--- config.mk ---
export PLATFORM = sky130hd
export DESIGN_NAME = decrypt_stream_unit
export DESIGN_NICKNAME = d
export VERILOG_FILES = /design/src/rtl/decrypt_stream_unit.sv
export SDC_FILE = /design/constraint.sdc
export NUM_CORES = 1
export LEC_CHECK = 0
export CORE_MARGIN = 4
export CORE_UTILIZATION = 41
export DETAILED_ROUTE_END_ITERATION = 6
export MAX_ROUTING_LAYER = met4
export PLACE_DENSITY = 0.69
export SETUP_SLACK_MARGIN = 0.15
export SLEW_MARGIN = 10
export SYNTH_ARGS = -nofsm -noshare
export SYNTH_HDL_FRONTEND = slang
export SYNTH_SLANG_ARGS = --single-unit
--- constraint.sdc ---
create_clock -name clk -period 2.98 [get_ports clk]
set_input_delay 0.745 -clock clk [delete_from_list [all_inputs] [get_ports clk]]
set_output_delay 0.745 -clock clk [all_outputs]
set_load 0.005 [all_outputs]
--- src/rtl/decrypt_stream_unit.sv ---
// Receive-side stream decryptor: dec = rotr(enc, ROT) ^ lfsr_key, 2-stage pipeline into an output FIFO.
// Optional saturating output byte counter when DECRYPT_BYTE_CNT_EN is defined.
module decrypt_stream_unit #(
  parameter int          ROT        = 3,
  parameter logic [7:0]  SEED       = 8'hA5,
  parameter int          FIFO_DEPTH = 4
) (
  input  logic        clk,
  input  logic        rst,
  input  logic        encrypted_data_valid,
  input  logic [7:0]  encrypted_data,
  output logic        in_ready,
  input  logic        key_load,
  input  logic [7:0]  key_seed,
  output logic [7:0]  decrypted_data,
  output logic        decrypt_valid_out,
  input  logic        out_ready
`ifdef DECRYPT_BYTE_CNT_EN
  ,
  output logic [15:0] byte_count
`endif
);

  localparam int AW = $clog2(FIFO_DEPTH);
  localparam int CW = AW + 1;

  // Handshake: a byte moves on a port in any cycle where its valid and ready are both high
  // at the rising edge; valid is never withdrawn by the DUT once raised except by reset.
  logic [7:0]    key_q, key_d;
  logic          s1_valid_q, s1_valid_d;
  logic [7:0]    s1_data_q, s1_data_d;
  logic [7:0]    s1_key_q, s1_key_d;
  logic          s2_valid_q, s2_valid_d;
  logic [7:0]    s2_data_q, s2_data_d;
  logic [7:0]    mem_q [FIFO_DEPTH];
  logic [7:0]    mem_d [FIFO_DEPTH];
  logic [AW-1:0] wr_ptr_q, wr_ptr_d;
  logic [AW-1:0] rd_ptr_q, rd_ptr_d;
  logic [CW-1:0] count_q, count_d;
  logic [7:0]    last_q, last_d;
  logic [CW:0]   occupancy;
  logic          accept;
  logic          push;
  logic          pop;

  function automatic logic [7:0] rotr8(input logic [7:0] x);
    logic [15:0] d;
    d = {x, x} >> ROT;
    return d[7:0];
  endfunction

  // Credits cover every byte already committed to the FIFO, so the pipeline never needs to stall.
  assign occupancy         = {1'b0, count_q} + (CW+1)'(s1_valid_q) + (CW+1)'(s2_valid_q);
  assign in_ready          = occupancy < (CW+1)'(FIFO_DEPTH);
  assign accept            = encrypted_data_valid && in_ready;
  assign push              = s2_valid_q;
  assign decrypt_valid_out = count_q != '0;
  assign pop               = decrypt_valid_out && out_ready;
  assign decrypted_data    = decrypt_valid_out ? mem_q[rd_ptr_q] : last_q;

  always_comb begin
    key_d      = key_q;
    s1_valid_d = accept;
    s1_data_d  = s1_data_q;
    s1_key_d   = s1_key_q;
    s2_valid_d = s1_valid_q;
    s2_data_d  = s2_data_q;
    mem_d      = mem_q;
    wr_ptr_d   = wr_ptr_q;
    rd_ptr_d   = rd_ptr_q;
    count_d    = count_q + CW'(push) - CW'(pop);
    last_d     = last_q;
    if (accept) begin
      s1_data_d = rotr8(encrypted_data);
      s1_key_d  = key_q;
    end
    // A resync wins over the step; the byte accepted this cycle already captured the old key.
    if (key_load) begin
      key_d = key_seed;
    end else if (accept) begin
      key_d = {key_q[6:0], key_q[7] ^ key_q[5] ^ key_q[4] ^ key_q[3]};
    end
    if (s1_valid_q) begin
      s2_data_d = s1_data_q ^ s1_key_q;
    end
    if (push) begin
      mem_d[wr_ptr_q] = s2_data_q;
      wr_ptr_d        = wr_ptr_q + AW'(1);
    end
    if (pop) begin
      last_d   = mem_q[rd_ptr_q];
      rd_ptr_d = rd_ptr_q + AW'(1);
    end
  end

  always_ff @(posedge clk) begin
    if (rst) begin
      key_q      <= SEED;
      s1_valid_q <= 1'b0;
      s1_data_q  <= '0;
      s1_key_q   <= '0;
      s2_valid_q <= 1'b0;
      s2_data_q  <= '0;
      wr_ptr_q   <= '0;
      rd_ptr_q   <= '0;
      count_q    <= '0;
      last_q     <= '0;
    end else begin
      key_q      <= key_d;
      s1_valid_q <= s1_valid_d;
      s1_data_q  <= s1_data_d;
      s1_key_q   <= s1_key_d;
      s2_valid_q <= s2_valid_d;
      s2_data_q  <= s2_data_d;
      wr_ptr_q   <= wr_ptr_d;
      rd_ptr_q   <= rd_ptr_d;
      count_q    <= count_d;
      last_q     <= last_d;
    end
  end

  // Storage needs no reset: entries are only visible while count_q covers them.
  always_ff @(posedge clk) begin
    mem_q <= mem_d;
  end

`ifdef DECRYPT_BYTE_CNT_EN
  logic [15:0] byte_count_q, byte_count_d;

  always_comb begin
    byte_count_d = byte_count_q;
    if (pop && (byte_count_q != 16'hFFFF)) begin
      byte_count_d = byte_count_q + 16'd1;
    end
  end

  always_ff @(posedge clk) begin
    if (rst) begin
      byte_count_q <= '0;
    end else begin
      byte_count_q <= byte_count_d;
    end
  end

  assign byte_count = byte_count_q;
`else
  // Without the counter, pops only advance the read pointer and the held output byte.
`endif

endmodule
==> impl_results.html <==
<table>
<tr><th>Metric</th><th>Value</th></tr>
<tr><th colspan="2">CTS</th></tr>
<tr><td># H-tree levels</td><td>3</td></tr>
<tr><td>Max clock buf depth</td><td>2</td></tr>
<tr><td>Sinks on Clock Net</td><td>81</td></tr>
<tr><td>Cts bufs inserted</td><td>9</td></tr>
<tr><td>Clock latency reported for the late side of the worst-skew pair</td><td>between 0.3 and 0.4 ns</td></tr>
<tr><td>Hold buffers post-CTS</td><td>0</td></tr>
<tr><td>Clk Tree Root Cell</td><td>sky130_fd_sc_hd__clkbuf_8</td></tr>
<tr><td>Clock tree from TritonCTS</td><td>done</td></tr>
<tr><td>Clock-pin slew on the worst setup and hold paths</td><td>around 0.090 ns</td></tr>
<tr><th colspan="2">Timing</th></tr>
<tr><td>Setup Viol. Count Final</td><td>0</td></tr>
<tr><td>Hold Violations, Final</td><td>0</td></tr>
<tr><td>Final period util</td><td>0.9158</td></tr>
<tr><td>Fmax</td><td>0.3664 GHz</td></tr>
<tr><td>Clock skew</td><td>0.01055 ns</td></tr>
<tr><td>Shortest period the worst path allows</td><td>2.729 ns</td></tr>
<tr><td>Final sum of negative setup slack</td><td>0 ns</td></tr>
<tr><td>Transition at the pin with the smallest max-transition slack</td><td>roughly 0.8 ns</td></tr>
<tr><td>Final Max Slew Viols</td><td>0</td></tr>
<tr><td>Worst hold-check slack</td><td>0.4573 ns</td></tr>
<tr><td>Slew HR</td><td>0.4666</td></tr>
<tr><td>RSZ-0062 raised after global routing</td><td>false</td></tr>
<tr><th colspan="2">Yosys</th></tr>
<tr><td>Count of different cell masters after synthesis</td><td>38</td></tr>
<tr><td>Count of state elements after synthesis</td><td>81</td></tr>
<tr><td>Synthesized area divided by synthesized cell count</td><td>12.03 µm²</td></tr>
<tr><td>Share of synthesized area occupied by flip-flops and latches</td><td>0.5453</td></tr>
<tr><td>Syn_nets</td><td>326</td></tr>
<tr><td>Netlist Area Pre-Place</td><td>between 3000 and 4000 µm²</td></tr>
<tr><td>Cell types with the largest area share after synthesis</td><td>sky130_fd_sc_hd__dfxtp_1 (28%), sky130_fd_sc_hd__edfxtp_1 (27%), sky130_fd_sc_hd__mux4_2 (5.1%), sky130_fd_sc_hd__o31ai_1 (4.2%), sky130_fd_sc_hd__xnor2_1 (3.2%)</td></tr>
<tr><td>Area share of the largest cell type after synthesis</td><td>0.2755</td></tr>
<tr><td>Mapped Cells</td><td>296</td></tr>
<tr><td>Biggest area consumer among synthesized cells</td><td>sky130_fd_sc_hd__dfxtp_1</td></tr>
<tr><td>YS warnings</td><td>0</td></tr>
<tr><th colspan="2">Route</th></tr>
<tr><td>Initial drt markers</td><td>~90</td></tr>
<tr><td>Average wire per standard cell</td><td>roughly 15 µm</td></tr>
<tr><td>Antenna-violating nets left</td><td>0</td></tr>
<tr><td>Detailed Route WL</td><td>6.696 mm</td></tr>
<tr><td>Via count normalized by instance count</td><td>~5.3</td></tr>
<tr><td># DRC</td><td>0</td></tr>
<tr><td>Detailed Routing Iterations Pass 1</td><td>4</td></tr>
<tr><td>Number of vias after detailed routing</td><td>2350</td></tr>
<tr><th colspan="2">Floorplanning</th></tr>
<tr><td>Boundary Pins</td><td>31</td></tr>
<tr><td>Die width</td><td>101.2 µm</td></tr>
<tr><td>Total number of placement rows</td><td>33</td></tr>
<tr><td>Die Y-Extent</td><td>101.2 µm</td></tr>
<tr><td>Initial Util</td><td>0.4269</td></tr>
<tr><td>Die ar.</td><td>10240 µm²</td></tr>
<tr><td>Std-Cell Core Area</td><td>8341 µm²</td></tr>
<tr><th colspan="2">Finish</th></tr>
<tr><td>Number of fillers in the final layout</td><td>748</td></tr>
<tr><td>Storage cell area</td><td>roughly 1900 µm²</td></tr>
<tr><td>Final-stage net count</td><td>363</td></tr>
<tr><td>Area growth from synthesis to layout</td><td>18.52%</td></tr>
<tr><td>Antenna diode count</td><td>0</td></tr>
<tr><td>Fraction of layout cells with a size suffix above 1</td><td>0.1893</td></tr>
<tr><td>Footprint of the multi-input gates</td><td>1448 µm²</td></tr>
<tr><td>Most used cells in the layout excluding fill and tap cells</td><td>sky130_fd_sc_hd__dfxtp_1 (47), sky130_fd_sc_hd__edfxtp_1 (32), sky130_fd_sc_hd__clkdlybuf4s50_1 (22)</td></tr>
<tr><td>Most frequent standard cell in the layout excluding fill and tap cells</td><td>sky130_fd_sc_hd__dfxtp_1</td></tr>
<tr><th colspan="2">Global routing</th></tr>
<tr><td>Number of global-route vias before repair</td><td>2235</td></tr>
<tr><td>GRT Util Overall</td><td>0.1419</td></tr>
<tr><td>Wire length of the first global-routing pass</td><td>11.10 mm</td></tr>
<tr><td>Overflow after GRT</td><td>0</td></tr>
<tr><td>Largest net degree at the start of global routing</td><td>44</td></tr>
<tr><td>Number of antenna violations at the first check in global routing</td><td>0</td></tr>
<tr><th colspan="2">Setup path</th></tr>
<tr><td>Worst reg2reg setup slack</td><td>0.66 ns</td></tr>
<tr><td>Largest driver fanout on the critical path</td><td>5</td></tr>
<tr><td>Crit start category</td><td>flop</td></tr>
<tr><td>Data required time at the worst endpoint</td><td>about 2.2 ns</td></tr>
<tr><td>Worst setup EP type</td><td>output pin</td></tr>
<tr><td>Setup Crit Path Kind</td><td>reg2out</td></tr>
<tr><td>Signal arrival time at the worst endpoint</td><td>1.98 ns</td></tr>
<tr><th colspan="2">Outcome</th></tr>
<tr><td>Run status</td><td>complete, no violations</td></tr>
<tr><th colspan="2">Power and ir drop</th></tr>
<tr><td>Highest ir drop seen on vdd</td><td>0.0003009 V</td></tr>
<tr><td>Power per standard cell area</td><td>752.3 nW/µm²</td></tr>
<tr><td>Static power due to leakage</td><td>1.562 nW</td></tr>
<tr><th colspan="2">Place</th></tr>
<tr><td>IO buf count</td><td>30</td></tr>
<tr><td>Final RePlAce weighted congestion</td><td>0.7528</td></tr>
<tr><td>HPWL after detailed placement</td><td>around 4.4 mm</td></tr>
<tr><th colspan="2">Flow run</th></tr>
<tr><td>Number of maximum-capacitance constraint violations</td><td>0</td></tr>
<tr><th colspan="2">Min path</th></tr>
<tr><td>Worst min path class</td><td>reg2reg</td></tr>
</table>
==> cell usage after synthesis, drive strengths merged <==
master,n
a21oi,22
buf,14
o21a,1
nor2,20
a211oi,8
nand4,12
a221oi,4
mux2,8
or3,2
xor2,2
nor2b,2
a41oi,4
nand2,18
and2,4
o31ai,20
mux4,8
edfxtp,32
a31oi,4
nor3,2
mux2i,5
inv,11
nand2b,10
o21ai,1
ha,8
dfxtp,49
fa,1
xnor2,13
nor4,2
clkbuf,9
==> kinds of logic (layout without fill, tap and decap cells) <==
| group | count (synthesis) | count (layout) | share of synthesized area |
|---|---|---|---|
| buffers and inverters | 34 | 75 | 0.05235 |
| muxes | 21 | 21 | 0.08995 |
| DFF | 81 | 81 | 0.5453 |
| xor gates and xnor gates | 15 | 15 | 0.03690 |
| adders and majority gates | 9 | 9 | 0.03373 |
| and+or+nand+nor | 72 | 73 | 0.1093 |
| AOI/OAI and AO/OA | 64 | 64 | 0.1325 |
==> per-stage QoR <==
step	instance area (µm²)	std cells	power [mW]	util	setup WS (ns)
after global routing	4220	443	3.359	0.5060	0.1730
after floorplan	3561	296	2.047	-	0.7133
after global placement	3928	417	2.322	0.4709	0.1628
final	4220	443	3.175	0.5060	0.2510
after detailed placement	3928	417	2.348	0.4709	0.1360
after CTS	4188	440	3.194	0.5021	0.1108
==> area by class of cell <==
class,instances,area share
Sequential cell,81,0.4607
Multi-Input combinational cell,182,0.3430
Timing Repair Buffer,48,0.1091
Clock buffer,11,0.03113
Tap cell,105,0.03113
Clock inverter,5,0.01512
Inverter,11,0.009784
==> path summary, 6_finish.rpt <==
check,start,endpoint,cells after the start
max,rd_ptr_q[0],decrypted_data[7],5
min,last_q[4],last_q[4],2
max reg2reg,count_q[2],count_q[2],11
min reg2reg,last_q[4],last_q[4],2
==> state kept, by name (all words and copies together) (netlist names) <==
name and cells:
rd_ptr_q 2, count_q 3, last_q 8, s1_key_q 8, wr_ptr_q 2, key_q 8
s1_valid_q 1, push 1, s1_data_q 8, s2_data_q 8, mem_q 32
==> critical path, cell delays in order, from the launching register on <==
cell and delay [ns]:
sky130_fd_sc_hd__dfxtp_2 0.37, sky130_fd_sc_hd__buf_6 0.13, sky130_fd_sc_hd__buf_4 0.11, sky130_fd_sc_hd__mux4_2 0.50, sky130_fd_sc_hd__mux2_2 0.28, sky130_fd_sc_hd__dlygate4sd2_1 0.26
==> power breakdown <==
group | switching, mW | total (mW) | internal (mW) | leakage (nW)
sequential | 0.0979 | 1.38 | 1.29 | 0.700
clock | 0.399 | 0.793 | 0.394 | 0.0941
combinational | 0.450 | 0.998 | 0.549 | 0.768
==> layer usage <==
metal  GRT usage  part of all wire  vias to the layer above  routed length (µm)
met5           -                 0                        -                   0
met3     0.02893             0.039                        9                 260
li1            -                 -                     1164                   -
met1      0.1793              0.45                     1127                3040
met4     0.05215             0.012                        0                  78
met2      0.2259              0.50                       50                3317
==> what timing repair did <==
item | 4_1_cts | 5_1_grt
gates cloned | 2 | 0
endpoints found under the setup margin | 9 | 5
gates resized for setup | 10 | 4
buffers inserted | 5 | 3
pin swaps | 1 | 1
No activity file was read; power rests on OpenSTA's default activity.
